File: src/rtl/dso_pkg.sv
// Shared definitions for the acquisition path: capture FSM states and channel/address sizing.
package dso_pkg;

    typedef enum logic [2:0] {
        IDLE,
        PRE,
        ARMED,
        POST,
        DONE
    } capt_state_t;

    localparam int CAPT_ADDR_W = 9;
    localparam int NUM_CH      = 5;

endpackage

File: src/rtl/capture_ctrl_if.sv
// Command, trigger and RAM-write signals of the capture sequencer, plus its state for observation.
interface capture_ctrl_if
    import dso_pkg::*;
#(
    parameter int ADDR_W = CAPT_ADDR_W
);
    // run/stop/capture_done_clr are single-cycle request pulses; there is no ready,
    // a request is acted on in the cycle it is high or dropped if the state ignores it.
    logic              run;
    logic              stop;
    logic              smpl_en;
    logic [ADDR_W-1:0] trig_pos;
    logic [NUM_CH-1:0] trig_in;
    logic [NUM_CH-1:0] trig_en;
    logic              capture_done_clr;
    logic              armed;
    logic              we;
    logic [ADDR_W-1:0] waddr;
    logic [ADDR_W-1:0] trig_addr;
    logic              capture_done;
    logic              busy;
    capt_state_t       state;

    modport slave (
        input  run, stop, smpl_en, trig_pos, trig_in, trig_en, capture_done_clr,
        output armed, we, waddr, trig_addr, capture_done, busy, state
    );

    modport master (
        output run, stop, smpl_en, trig_pos, trig_in, trig_en, capture_done_clr,
        input  armed, we, waddr, trig_addr, capture_done, busy, state
    );

endinterface

File: src/rtl/capture_ctrl.sv
// One-shot acquisition sequencer: circular pre-trigger fill, armed wait for a qualified
// trigger, then a programmed number of post-trigger writes before flagging completion.
module capture_ctrl
    import dso_pkg::*;
#(
    parameter int ADDR_W = CAPT_ADDR_W
) (
    input logic            clk,
    input logic            rst_n,
    capture_ctrl_if.slave  bus
);

    localparam logic [ADDR_W:0] DEPTH_C = {1'b1, {ADDR_W{1'b0}}};

    capt_state_t       state_q, state_d;
    logic [ADDR_W-1:0] waddr_q, waddr_d;
    logic [ADDR_W-1:0] trig_addr_q, trig_addr_d;
    logic [ADDR_W-1:0] tp_q, tp_d;
    logic [ADDR_W:0]   cnt_q, cnt_d;
    logic              done_q, done_d;
    logic              armed_q, armed_d;
    logic              busy_q, busy_d;

    logic              hit;
    logic              wr;
    logic              start;
    logic [ADDR_W:0]   cnt_inc;

    assign hit     = |(bus.trig_in & bus.trig_en);
    assign wr      = bus.smpl_en && (state_q inside {PRE, ARMED, POST});
    assign start   = bus.run && !bus.stop && (state_q inside {IDLE, DONE});
    assign cnt_inc = cnt_q + 1'b1;

    always_comb begin
        state_d     = state_q;
        waddr_d     = wr ? waddr_q + 1'b1 : waddr_q;
        trig_addr_d = trig_addr_q;
        tp_d        = tp_q;
        cnt_d       = cnt_q;
        done_d      = done_q;

        case (state_q)
            PRE: begin
                if (wr) begin
                    cnt_d = cnt_inc;
                    // tp == 0 leaves DEPTH_C here, so a full ring is written before arming.
                    if (cnt_inc == DEPTH_C - {1'b0, tp_q}) state_d = ARMED;
                end
            end
            ARMED: begin
                if (hit) begin
                    trig_addr_d = waddr_q + ADDR_W'(wr);
                    cnt_d       = '0;
                    if (tp_q != '0) begin
                        state_d = POST;
                    end else begin
                        state_d = DONE;
                        done_d  = 1'b1;
                    end
                end
            end
            POST: begin
                if (wr) begin
                    cnt_d = cnt_inc;
                    if (cnt_inc == {1'b0, tp_q}) begin
                        state_d = DONE;
                        done_d  = 1'b1;
                    end
                end
            end
            DONE: begin
                if (bus.capture_done_clr && !bus.run) begin
                    state_d = IDLE;
                    done_d  = 1'b0;
                end
            end
            default: ;
        endcase

        if (start) begin
            state_d = PRE;
            waddr_d = '0;
            cnt_d   = '0;
            done_d  = 1'b0;
            tp_d    = bus.trig_pos;
        end

        // Abort keeps the last trigger address and whatever completion flag was already set.
        if (bus.stop) begin
            state_d     = IDLE;
            trig_addr_d = trig_addr_q;
            done_d      = done_q;
        end

        armed_d = (state_d == ARMED);
        busy_d  = (state_d inside {PRE, ARMED, POST});
    end

    always_ff @(posedge clk or negedge rst_n) begin
        if (!rst_n) begin
            state_q     <= IDLE;
            waddr_q     <= '0;
            trig_addr_q <= '0;
            tp_q        <= '0;
            cnt_q       <= '0;
            done_q      <= 1'b0;
            armed_q     <= 1'b0;
            busy_q      <= 1'b0;
        end else begin
            state_q     <= state_d;
            waddr_q     <= waddr_d;
            trig_addr_q <= trig_addr_d;
            tp_q        <= tp_d;
            cnt_q       <= cnt_d;
            done_q      <= done_d;
            armed_q     <= armed_d;
            busy_q      <= busy_d;
        end
    end

    assign bus.armed        = armed_q;
    assign bus.we           = wr;
    assign bus.waddr        = waddr_q;
    assign bus.trig_addr    = trig_addr_q;
    assign bus.capture_done = done_q;
    assign bus.busy         = busy_q;
    assign bus.state        = state_q;

endmodule

File: src/flat_wrapper.sv
// flat-port wrapper written by rule: the top's interface ports become plain ports
module capture_ctrl_flat import dso_pkg::*;
#(
    parameter int ADDR_W = CAPT_ADDR_W
)
  (clk, rst_n, bus_run, bus_stop, bus_smpl_en, bus_trig_pos, bus_trig_in, bus_trig_en, bus_capture_done_clr, bus_armed, bus_we, bus_waddr, bus_trig_addr, bus_capture_done, bus_busy, bus_state);
  capture_ctrl_if #(.ADDR_W(ADDR_W)) bus_i ();
  input logic clk;
  input logic rst_n;
  input wire logic [$bits(bus_i.run)-1:0] bus_run;
  input wire logic [$bits(bus_i.stop)-1:0] bus_stop;
  input wire logic [$bits(bus_i.smpl_en)-1:0] bus_smpl_en;
  input wire logic [$bits(bus_i.trig_pos)-1:0] bus_trig_pos;
  input wire logic [$bits(bus_i.trig_in)-1:0] bus_trig_in;
  input wire logic [$bits(bus_i.trig_en)-1:0] bus_trig_en;
  input wire logic [$bits(bus_i.capture_done_clr)-1:0] bus_capture_done_clr;
  output wire logic [$bits(bus_i.armed)-1:0] bus_armed;
  output wire logic [$bits(bus_i.we)-1:0] bus_we;
  output wire logic [$bits(bus_i.waddr)-1:0] bus_waddr;
  output wire logic [$bits(bus_i.trig_addr)-1:0] bus_trig_addr;
  output wire logic [$bits(bus_i.capture_done)-1:0] bus_capture_done;
  output wire logic [$bits(bus_i.busy)-1:0] bus_busy;
  output wire logic [$bits(bus_i.state)-1:0] bus_state;
  assign bus_i.run = bus_run;
  assign bus_i.stop = bus_stop;
  assign bus_i.smpl_en = bus_smpl_en;
  assign bus_i.trig_pos = bus_trig_pos;
  assign bus_i.trig_in = bus_trig_in;
  assign bus_i.trig_en = bus_trig_en;
  assign bus_i.capture_done_clr = bus_capture_done_clr;
  assign bus_armed = bus_i.armed;
  assign bus_we = bus_i.we;
  assign bus_waddr = bus_i.waddr;
  assign bus_trig_addr = bus_i.trig_addr;
  assign bus_capture_done = bus_i.capture_done;
  assign bus_busy = bus_i.busy;
  assign bus_state = bus_i.state;
  capture_ctrl #(.ADDR_W(ADDR_W)) u_core (.clk(clk), .rst_n(rst_n), .bus(bus_i));
endmodule
File: config.mk
export PLATFORM = sky130hd
export DESIGN_NAME = capture_ctrl_flat
export DESIGN_NICKNAME = d
export VERILOG_FILES = /design/src/rtl/dso_pkg.sv /design/src/rtl/capture_ctrl_if.sv /design/src/rtl/capture_ctrl.sv /design/src/flat_wrapper.sv
export SDC_FILE = /design/constraint.sdc
export NUM_CORES = 1
export LEC_CHECK = 0
export BUFFER_PORTS_ARGS = -buffer_cell sky130_fd_sc_hd__buf_2
export CAP_MARGIN = 20
export CORE_MARGIN = 3
export CORE_UTILIZATION = 51
export CTS_CLUSTER_DIAMETER = 80
export CTS_CLUSTER_SIZE = 25
export DETAILED_ROUTE_END_ITERATION = 8
export PLACE_DENSITY = 0.8
export SLEW_MARGIN = 20
export SYNTH_ARGS = -nofsm -noshare
export SYNTH_HDL_FRONTEND = slang
export SYNTH_SLANG_ARGS = --single-unit
File: constraint.sdc
create_clock -name clk -period 2.5 [get_ports clk]
set_input_delay 0.25 -clock clk [delete_from_list [all_inputs] [get_ports clk]]
set_output_delay 0.25 -clock clk [all_outputs]
set_load 0.01 [all_outputs]
==> impl_metrics.py, run 1 <==
metrics = {
    "status": {
        "status": "finished with violations",
        "violations": "negative setup slack",
    },
    "detailed_routing": {
        "first_pass_iters": 4,
        "drtAntennaViolNets": 0,
        "routed_wl_um": 7260,
        "route.vias.total": 2651,
        "drc": 0,
        "drt_iter0_drc": 197,
        "wl_per_cell_um": 15.8,
        "via_per_inst": 5.76,
    },
    "power_and_ir_drop": {
        "ir_worst_vdd_mv": 0.444,
        "p_leak_nw": 1.65,
        "p_per_area_nw_per_um2": 523,
    },
    "timing": {
        "setup_ws_ns": -0.409,
        "slew_violations": 0,
        "rsz0062_at_grt": "yes",
        "fin_crit_ns": 2.91,
        "clock_skew_ns": 0.0112,
        "setup_viol": 4,
        "slew_headroom_pct": 37.3,
        "period_share_pct": 116,
        "hold_viol_final": 0,
        "fmax_mhz": 344,
        "worst_pin_slew_ns": 0.941,
        "holdWs_ns": 0.0744,
        "tns_ns": -1.34,
    },
    "clock_tree": {
        "cts-buffers-inserted": 5,
        "hold_buffers": 0,
        "cts_sinks": 43,
        "root_buffer": "clkbuf_8",
        "clkLatencyLatePin_ns": 0.30,
        "clk_pin_slew_worst_paths_ns": 0.09,
        "clk_path_buf_depth": 2,
        "tritoncts": "done",
        "cts_htree_levels": 2,
    },
    "cells_and_area": {
        "drive_gt1_share_pct": 32.8,
        "areaGrowthSynthToFinish_pct": 24.0,
        "fin_nets": 420,
        "final_area_um2": 3620,
        "instances_no_fill": 460,
        "nFillCells": 426,
        "n_antenna_cell": 0,
    },
    "yosys": {
        "synth-seq-area-share_pct": 36.8,
        "ys_seq_elements": 43,
        "synthTopCellsByArea": "dfrtp_1, xor2_1, nor2_1, mux2_2, xnor2_1",
        "postSynthAreaPerCell_um2": 9.25,
        "synth.top_cell.area_share_pct": 36.8,
        "synth_nets": 347,
        "yosysTopAreaCell": "dfrtp_1",
        "yosysWarnings": 0,
        "synth_cell_types": 61,
        "synth-edff-count": 0,
        "netlist_instances": 316,
        "synthFlopType": "dfrtp_1",
        "ys_async_sr_fraction_pct": 100,
        "syn-cell-area_um2": 2920,
    },
    "placed_design": {
        "place_area_um2": 3430,
        "dp_cells": 447,
        "dp_hpwl_um": 5350,
        "gp_congestion": 0.915,
        "portBuffers": 49,
    },
    "critical_path": {
        "arrival_ns": 3.14,
        "cp-start-kind": "flop",
        "required_ns": 2.74,
        "r2r_cells": 12,
        "cp_max_fo": 3,
        "critPathKind": "flop to flop",
        "cp-end-kind": "flop",
    },
    "floorplanning": {
        "dieArea_um2": 6670,
        "fp.dieH_um": 81.7,
        "io_pins": 50,
        "start_util_pct": 54.8,
        "rows": 26,
        "die_w_um": 81.7,
        "core_um2": 5340,
    },
    "global_routing": {
        "antenna_found_initial": 0,
        "grt_use_total_pct": 23.1,
        "grt_pass1_vias": 2548,
        "grt_pass1_wl_um": 11900,
        "grt_max_degree": 44,
        "overflow": 0,
    },
    "flow_run": {
        "drv_cap": 0,
    },
    "worst_hold_path": {
        "hp-class": "input pin to async pin",
    },
}
## through the flow
stage	util, %	setup WS, ns	power, mW
after floorplan	-	-0.0944	1.19
after global placement	64.2	-0.204	1.39
after detailed placement	64.2	-0.343	1.41
after CTS	66.7	-0.353	1.87
after global routing	67.9	-0.561	2.00
final	67.9	-0.409	1.90
## per-layer routing
layer  up-vias  GRT usage [%]  wire length, um
met5         -              0                0
met4         0           10.6              208
met3        19           3.62              373
met2        70           37.5             3490
met1      1267           30.5             3180
li1       1295              -                -
## cells in the mapped netlist, types with 6 or more instances
master,number
a21oi_1,13
mux2_2,8
nand3_1,13
o21bai_1,6
xor2_1,20
inv_1,11
nand4_1,8
o21ai_0,16
nor2_1,37
dfrtp_1,43
nand2_1,17
clkbuf_1,13
ha_1,6
xnor2_1,10
## layout make-up
| cell class | instances | area (um^2) | share of cell area [%] |
|---|---|---|---|
| inverter | 11 | 41.3 | 1.14 |
| multi-input combinational | 241 | 1800 | 49.6 |
| tap | 70 | 87.6 | 2.42 |
| sequential | 43 | 1080 | 29.7 |
| clock inverter | 2 | 12.5 | 0.345 |
| clock buffer | 6 | 72.6 | 2.00 |
| timing repair buffer | 87 | 534 | 14.7 |
## final timing paths
kind	startpoint	to	slack [ns]
hold / removal	rst_n	u_core.cnt_q[5]$_DFFE_PN0P_	0.07
max in group asynchronous	rst_n	u_core.cnt_q[3]$_DFFE_PN0P_	1.80
min in group clk	bus_trig_pos[1]	u_core.tp_q[1]$_DFFE_PN0P_	0.16
hold reg to reg	u_core.bus.trig_addr[1]$_DFFE_PN0P_	u_core.bus.trig_addr[1]$_DFFE_PN0P_	0.52
setup / recovery	u_core.tp_q[2]$_DFFE_PN0P_	u_core.bus.armed$_DFF_PN0_	-0.41
setup reg to reg	u_core.tp_q[2]$_DFFE_PN0P_	u_core.bus.armed$_DFF_PN0_	-0.41
## placed cells by master, fill, tap and decap left out, types with 8 or more instances in the layout
| master | count |
|---|---|
| nor2_1 | 37 |
| nand4_1 | 8 |
| inv_1 | 10 |
| buf_4 | 37 |
| dfrtp_1 | 42 |
| buf_2 | 49 |
| a21oi_1 | 13 |
| xor2_1 | 20 |
| o21ai_0 | 16 |
| mux2_2 | 8 |
| nand3_1 | 13 |
| xnor2_1 | 10 |
| nand2_1 | 17 |
## cells by family after synthesis
family	after synthesis	synth area share, %
AO/OA/AOI/OAI	73	17.6
XOR/XNOR	34	11.9
adder cells (fa/ha/maj)	6	2.57
buffers and inverters	32	4.71
flip-flops	43	36.8
multiplexers	9	3.43
AND/OR/NAND/NOR	119	23.0
## timing repair
| action | CTS | global route |
|---|---|---|
| setup endpoints to repair | 4 | 5 |
| pin swaps | 6 | 6 |
| setup buffers | 2 | 3 |
| resized for setup | 5 | 9 |
## power by group
part,internal [mW],switching [mW]
Combinational,0.305,0.310
Sequential,0.757,0.0748
Clock,0.196,0.255
## worst max-delay path, stage by stage, from the launching register on
cell and delay, ns:
dfrtp_1 0.38, or4_4 0.55, nor4_4 0.14, ha_1 0.30, buf_6 0.14, inv_2 0.03, o311a_1 0.18, o2111ai_2 0.10
nor4_2 0.28, buf_4 0.17, o21bai_4 0.08, a221oi_4 0.28, nor3b_2 0.20
## registers in the layout (all words and copies together) (netlist names)
name                     count
u_core.bus.trig_addr         9
u_core.bus.armed             1
u_core.bus.capture_done      1
u_core.bus.busy              1
u_core.cnt_q                10
u_core.bus.state             3
u_core.tp_q                  9
u_core.bus.waddr             9
Power figures use the tool's default switching activity.
==> run 2, diff against run 1 <==
--- a/config.mk
+++ b/config.mk
@@ -13,6 +13,7 @@
 export CTS_CLUSTER_SIZE = 25
 export DETAILED_ROUTE_END_ITERATION = 8
 export PLACE_DENSITY = 0.8
+export SKIP_CTS_REPAIR_TIMING = 1
 export SLEW_MARGIN = 20
 export SYNTH_ARGS = -nofsm -noshare
 export SYNTH_HDL_FRONTEND = slang
==> run 2 against run 1 <==
The run still ends with negative setup slack left. Clock power about the same. Worst setup slack better by 0.099 ns. Clock skew about the same. Via count up 0.41%. Clock-buffer cell count unchanged. Maximum frequency up 3.5%.
==> impl_metrics.py, run 2 (synthesis results as in run 1) <==
metrics = {
    "status": {
        "status": "finished with violations",
        "violations": "negative setup slack",
    },
    "clock_tree": {
        "root_buffer": "clkbuf_8",
        "clk_path_buf_depth": 2,
        "clk_pin_slew_worst_paths_ns": 0.09,
        "cts_sinks": 43,
        "tritoncts": "done",
        "cts_htree_levels": 2,
        "clkLatencyLatePin_ns": 0.30,
        "cts-buffers-inserted": 5,
    },
    "floorplanning": {
        "start_util_pct": 54.8,
        "dieArea_um2": 6670,
        "fp.dieH_um": 81.7,
        "rows": 26,
        "die_w_um": 81.7,
        "io_pins": 50,
        "core_um2": 5340,
    },
    "critical_path": {
        "r2r_slack_ns": -0.31,
        "crit_path_start": "u_core.tp_q[2]$_DFFE_PN0P_",
        "critPathKind": "flop to flop",
        "cp-start-kind": "flop",
        "r2r_cells": 11,
        "cp_max_fo": 3,
        "required_ns": 2.73,
        "cp-end-kind": "flop",
        "r2r-end": "u_core.bus.armed$_DFF_PN0_",
        "rr_startpoint": "u_core.tp_q[2]$_DFFE_PN0P_",
        "arrival_ns": 3.04,
        "endpoint": "u_core.bus.armed$_DFF_PN0_",
    },
    "detailed_routing": {
        "drc": 0,
        "drt_iter0_drc": 228,
        "first_pass_iters": 4,
        "via_per_inst": 5.82,
        "wl_per_cell_um": 15.8,
        "routed_wl_um": 7230,
        "route.vias.total": 2662,
        "drtAntennaViolNets": 0,
    },
    "timing": {
        "setup_viol": 4,
        "slew_headroom_pct": 37.6,
        "tns_ns": -0.937,
        "slew_violations": 0,
        "clock_skew_ns": 0.0116,
        "rsz0062_at_grt": "yes",
        "holdWs_ns": 0.0718,
        "fin_crit_ns": 2.81,
        "period_share_pct": 112,
        "fmax_mhz": 356,
        "setup_ws_ns": -0.310,
        "hold_viol_final": 0,
        "worst_pin_slew_ns": 0.935,
    },
    "cells_and_area": {
        "instances_no_fill": 457,
        "areaGrowthSynthToFinish_pct": 23.6,
        "drive_gt1_share_pct": 32.6,
        "fin_nets": 417,
        "n_antenna_cell": 0,
        "nFillCells": 423,
        "multi_input_area_um2": 1810,
        "largest_reg_flops": 10,
        "final_cell_mix": "buf_2, dfrtp_1, nor2_1",
        "final_common_cell": "buf_2",
        "seqCellArea_um2": 1080,
        "regMostFlops": "u_core.cnt_q",
    },
    "placed_design": {
        "gp_congestion": 0.915,
        "portBuffers": 49,
        "dp_hpwl_um": 5350,
        "dp_cells": 447,
    },
    "global_routing": {
        "overflow": 0,
        "grt_pass1_vias": 2531,
        "met2_usage_pct": 36.9,
        "use_met3_pct": 3.62,
        "top_usage_layer": "met2",
        "grt.met1_usage_pct": 30.1,
        "antenna_found_initial": 0,
        "grt_pass1_wl_um": 11800,
        "grt_use_total_pct": 22.8,
        "grt_max_degree": 44,
    },
    "power_and_ir_drop": {
        "power.internal_mw": 1.25,
        "ir_worst_vdd_mv": 0.444,
        "power_mw": 1.89,
        "p_per_area_nw_per_um2": 524,
        "p_sw_mw": 0.642,
        "pwr-share-comb_pct": 32.2,
        "p_leak_nw": 1.64,
        "power.share.switching_pct": 33.9,
        "pwr-share-clk_pct": 23.9,
        "seq_power_share_pct": 43.8,
    },
    "worst_hold_path": {
        "hp-class": "input pin to async pin",
    },
    "flow_run": {
        "drv_cap": 0,
    },
}
==> run 2: cell type report <==
cell class | instances | area share (%)
tap | 70 | 2.43
clock buffer | 6 | 2.01
multi-input combinational | 241 | 50.2
inverter | 11 | 1.14
clock inverter | 2 | 0.347
timing repair buffer | 84 | 14.1
sequential | 43 | 29.8
==> run 2: worst min path at each step <==
stage	end	slack, ns	depth (start not counted)
after floorplan	u_core.bus.armed$_DFF_PN0_	-0.05	0
final	u_core.cnt_q[5]$_DFFE_PN0P_	0.07	1
after global routing	u_core.cnt_q[5]$_DFFE_PN0P_	0.14	1
after detailed placement	u_core.cnt_q[4]$_DFFE_PN0P_	0.45	1
after CTS	u_core.cnt_q[4]$_DFFE_PN0P_	0.12	1
after global placement	u_core.cnt_q[4]$_DFFE_PN0P_	0.45	1
==> run 2: critical path, stage by stage, from the launching register on <==
cell and delay (ns):
dfrtp_1 0.38, or4_4 0.55, nor4_4 0.19, ha_4 0.26, inv_2 0.05, o311a_1 0.18
o2111ai_2 0.10, nor4_2 0.29, buf_4 0.18, o21bai_4 0.07, a221oi_4 0.30, nor3b_2 0.20
==> run 2: power groups by stage <==
stage          sequential [mW]  clock, mW  combinational, mW
6_report                 0.829      0.452              0.610
3_5_place_dp             0.839          0              0.575
3_3_place_gp             0.834          0              0.559
2_1_floorplan            0.848          0              0.344
5_1_grt                  0.840      0.480              0.673
4_1_cts                  0.825      0.458              0.579
==> run 2: per-stage QoR <==
stage / instance area [um^2] / util, % / setup slack, ns
detailed placement: 3430 / 64.2 / -0.343
global route: 3610 / 67.7 / -0.440
CTS: 3510 / 65.8 / -0.366
finish: 3610 / 67.7 / -0.310
global placement: 3430 / 64.2 / -0.204
floorplan: 2930 / - / -0.0944
==> run 2: layer usage <==
layer  wire [um]  part of all wire, %  vias up
met1        3170                   44     1272
met2        3540                   49       84
met5           0                    0        -
met3         373                  5.2       14
li1            -                    -     1292
met4         147                  2.0        0
==> run 3, diff against run 2 <==
--- a/config.mk
+++ b/config.mk
@@ -5,6 +5,7 @@
 export SDC_FILE = /design/constraint.sdc
 export NUM_CORES = 1
 export LEC_CHECK = 0
+export ABC_AREA = 1
 export BUFFER_PORTS_ARGS = -buffer_cell sky130_fd_sc_hd__buf_2
 export CAP_MARGIN = 20
 export CORE_MARGIN = 3
@@ -12,7 +13,7 @@
 export CTS_CLUSTER_DIAMETER = 80
 export CTS_CLUSTER_SIZE = 25
 export DETAILED_ROUTE_END_ITERATION = 8
-export PLACE_DENSITY = 0.8
+export PLACE_DENSITY = 0.81
 export SKIP_CTS_REPAIR_TIMING = 1
 export SLEW_MARGIN = 20
 export SYNTH_ARGS = -nofsm -noshare
==> run 3 against run 2 <==
The run now ends clean. Sequential cell count stayed put. Final area shrank 7.9%. Clock-buffer cell count shrank 1. Maximum frequency rose by 24%. Critical path depth increased by 3. Hold slack better by 0.0046 ns. Clock power grew 22%. Combinational power rose to 2.9 times the previous value. Largest cell class unchanged. Register-to-register slack better by 0.54 ns.
==> impl_metrics.py, run 3 <==
metrics = {
    "status": {
        "status": "finished clean",
    },
    "timing": {
        "hold_viol_final": 0,
        "worst_pin_slew_ns": 0.940,
        "period_share_pct": 90.9,
        "slew_violations": 0,
        "slew_headroom_pct": 37.4,
        "setup_viol": 0,
        "rsz0062_at_grt": "no",
        "fin_crit_ns": 2.27,
        "fmax_mhz": 440,
        "setup_ws_ns": 0.227,
        "tns_ns": 0,
        "clock_skew_ns": 0.00729,
    },
    "global_routing": {
        "grt.met1_usage_pct": 33.3,
        "grt_pass1_vias": 2465,
        "top_usage_layer": "met2",
        "antenna_found_initial": 0,
        "grt_max_degree": 44,
        "use_met3_pct": 3.99,
        "met2_usage_pct": 34.6,
        "overflow": 0,
        "grt_pass1_wl_um": 11600,
        "grt_use_total_pct": 22.6,
    },
    "clock_tree": {
        "root_buffer": "clkbuf_8",
        "tritoncts": "done",
        "clk_pin_slew_worst_paths_ns": 0.08,
        "clkLatencyLatePin_ns": 0.30,
        "cts_htree_levels": 2,
        "cts-buffers-inserted": 5,
        "clk_path_buf_depth": 2,
        "cts_sinks": 43,
    },
    "critical_path": {
        "critPathKind": "flop to flop",
        "arrival_ns": 2.52,
        "cp_max_fo": 6,
        "cp-end-kind": "flop",
        "required_ns": 2.74,
        "cp-start-kind": "flop",
    },
    "cells_and_area": {
        "final_cell_mix": "nand2_1, inv_1, buf_2",
        "final_common_cell": "nand2_1",
        "regMostFlops": "u_core.cnt_q",
        "final_area_um2": 3330,
        "largest_reg_flops": 10,
        "areaGrowthSynthToFinish_pct": 15.1,
        "nFillCells": 502,
        "drive_gt1_share_pct": 19.9,
        "n_antenna_cell": 0,
        "fin_nets": 503,
    },
    "yosys": {
        "yosysWarnings": 0,
        "yosysTopAreaCell": "dfrtp_1",
        "synth.top_cell.area_share_pct": 37.2,
        "ys_seq_elements": 43,
        "synthFlopType": "dfrtp_1",
        "synth_cell_types": 28,
        "ys_async_sr_fraction_pct": 100,
        "synthTopCellsByArea": "dfrtp_1, nand2_1, inv_1, nand3_1, o21ai_0",
        "synth_nets": 451,
        "ys_top_cells_by_count": "nand2_1, inv_1, dfrtp_1",
        "netlist_instances": 420,
        "synth-seq-area-share_pct": 37.2,
        "postSynthAreaPerCell_um2": 6.88,
        "synth-edff-count": 0,
        "yosysMostFrequentCell": "nand2_1",
        "syn-cell-area_um2": 2890,
    },
    "worst_hold_path": {
        "hp-class": "input pin to async pin",
    },
    "detailed_routing": {
        "drt_iter0_drc": 221,
        "via_per_inst": 5.19,
        "wl_per_cell_um": 13.0,
        "routed_wl_um": 7070,
        "drc": 0,
        "route.vias.total": 2819,
        "first_pass_iters": 5,
        "drtAntennaViolNets": 0,
    },
    "placed_design": {
        "place_area_um2": 3210,
        "gp_congestion": 0.989,
        "dpl_worst_slack_ns": 0.262,
        "dp_hpwl_um": 5650,
        "portBuffers": 49,
    },
    "power_and_ir_drop": {
        "ir_worst_vdd_mv": 0.620,
        "p_leak_nw": 1.72,
        "p_per_area_nw_per_um2": 1020,
    },
    "floorplanning": {
        "io_pins": 50,
        "fp.dieH_um": 81.3,
        "core_um2": 5300,
        "start_util_pct": 54.5,
        "rows": 26,
        "dieArea_um2": 6610,
        "die_w_um": 81.3,
    },
    "flow_run": {
        "drv_cap": 0,
    },
}
[run 3: changes by cell type in the layout (fill, tap and decap cells not counted), sizes merged, moves of 8 or more]
cell,before,now
nor4,8,0
nand3,13,42
mux2,8,0
buf,84,51
nor2,37,45
xor2,20,6
nand2,17,137
inv,11,60
o21ai,17,29
[run 3: area by class of cell]
type                            instances  area [um^2]  share of cell area [%]
Sequential cell                        43         1080                    32.3
Tap cell                               70         87.6                    2.63
Clock inverter                          3         43.8                    1.32
Multi-Input combinational cell        311         1570                    47.0
Clock buffer                            5         68.8                    2.07
Inverter                               60          225                    6.77
Timing Repair Buffer                   51          260                    7.82
[run 3: report_power, final]
| group | internal (mW) | total [mW] | switching (mW) |
|---|---|---|---|
| combinational | 0.622 | 1.75 | 1.13 |
| sequential | 0.890 | 1.09 | 0.195 |
| clock | 0.298 | 0.553 | 0.255 |
[run 3: routing by layer]
metal | wire (um) | vias to the layer above
met1 | 3510 | 1274
li1 | - | 1448
met4 | 62 | 0
met5 | 0 | -
met2 | 3060 | 89
met3 | 447 | 8
[run 3: cell families after synthesis]
kind of cell    share of synthesized area, %
flops                                   37.2
xor+xnor                                3.33
buf+inv                                 8.65
fa+ha+maj                               2.60
compound gates                          10.0
simple gates                            38.2
[run 3: critical path, cell delays in order (launching register included)]
cell     delay, ns
dfrtp_1       0.41
inv_1         0.15
ha_1          0.31
nand4_1       0.17
nor2_1        0.16
ha_1          0.26
nand2_1       0.09
nand2_1       0.05
nor3_1        0.20
nand2_1       0.09
nand2_1       0.07
nand3_2       0.09
nand2_2       0.07
inv_2         0.04
nor2_2        0.06
[run 3: through the flow]
stage          power [mW]  utilization, %  hold WS, ns  cells
2_1_floorplan        2.34               -      -0.0456    420
3_3_place_gp         2.79            60.6        0.453    535
3_5_place_dp         2.83            60.6        0.457    535
4_1_cts              3.39            62.7        0.131    543
5_1_grt              3.68            62.7        0.144    543
6_report             3.39            62.7       0.0765    543
[run 3: final timing paths]
check                                                         start  cells after the start                                   to  slack [ns]
worst min register to register  u_core.bus.trig_addr[0]$_DFFE_PN0P_                      2  u_core.bus.trig_addr[0]$_DFFE_PN0P_        0.48
min in group clk                                    bus_trig_pos[7]                      3           u_core.tp_q[7]$_DFFE_PN0P_        0.15
worst max-delay path                     u_core.tp_q[0]$_DFFE_PN0P_                     14           u_core.bus.armed$_DFF_PN0_        0.23
worst min-delay path                                          rst_n                      1           u_core.tp_q[6]$_DFFE_PN0P_        0.08
max in group asynchronous                                     rst_n                      1          u_core.cnt_q[7]$_DFFE_PN0P_        1.83
worst max register to register           u_core.tp_q[0]$_DFFE_PN0P_                     14           u_core.bus.armed$_DFF_PN0_        0.23
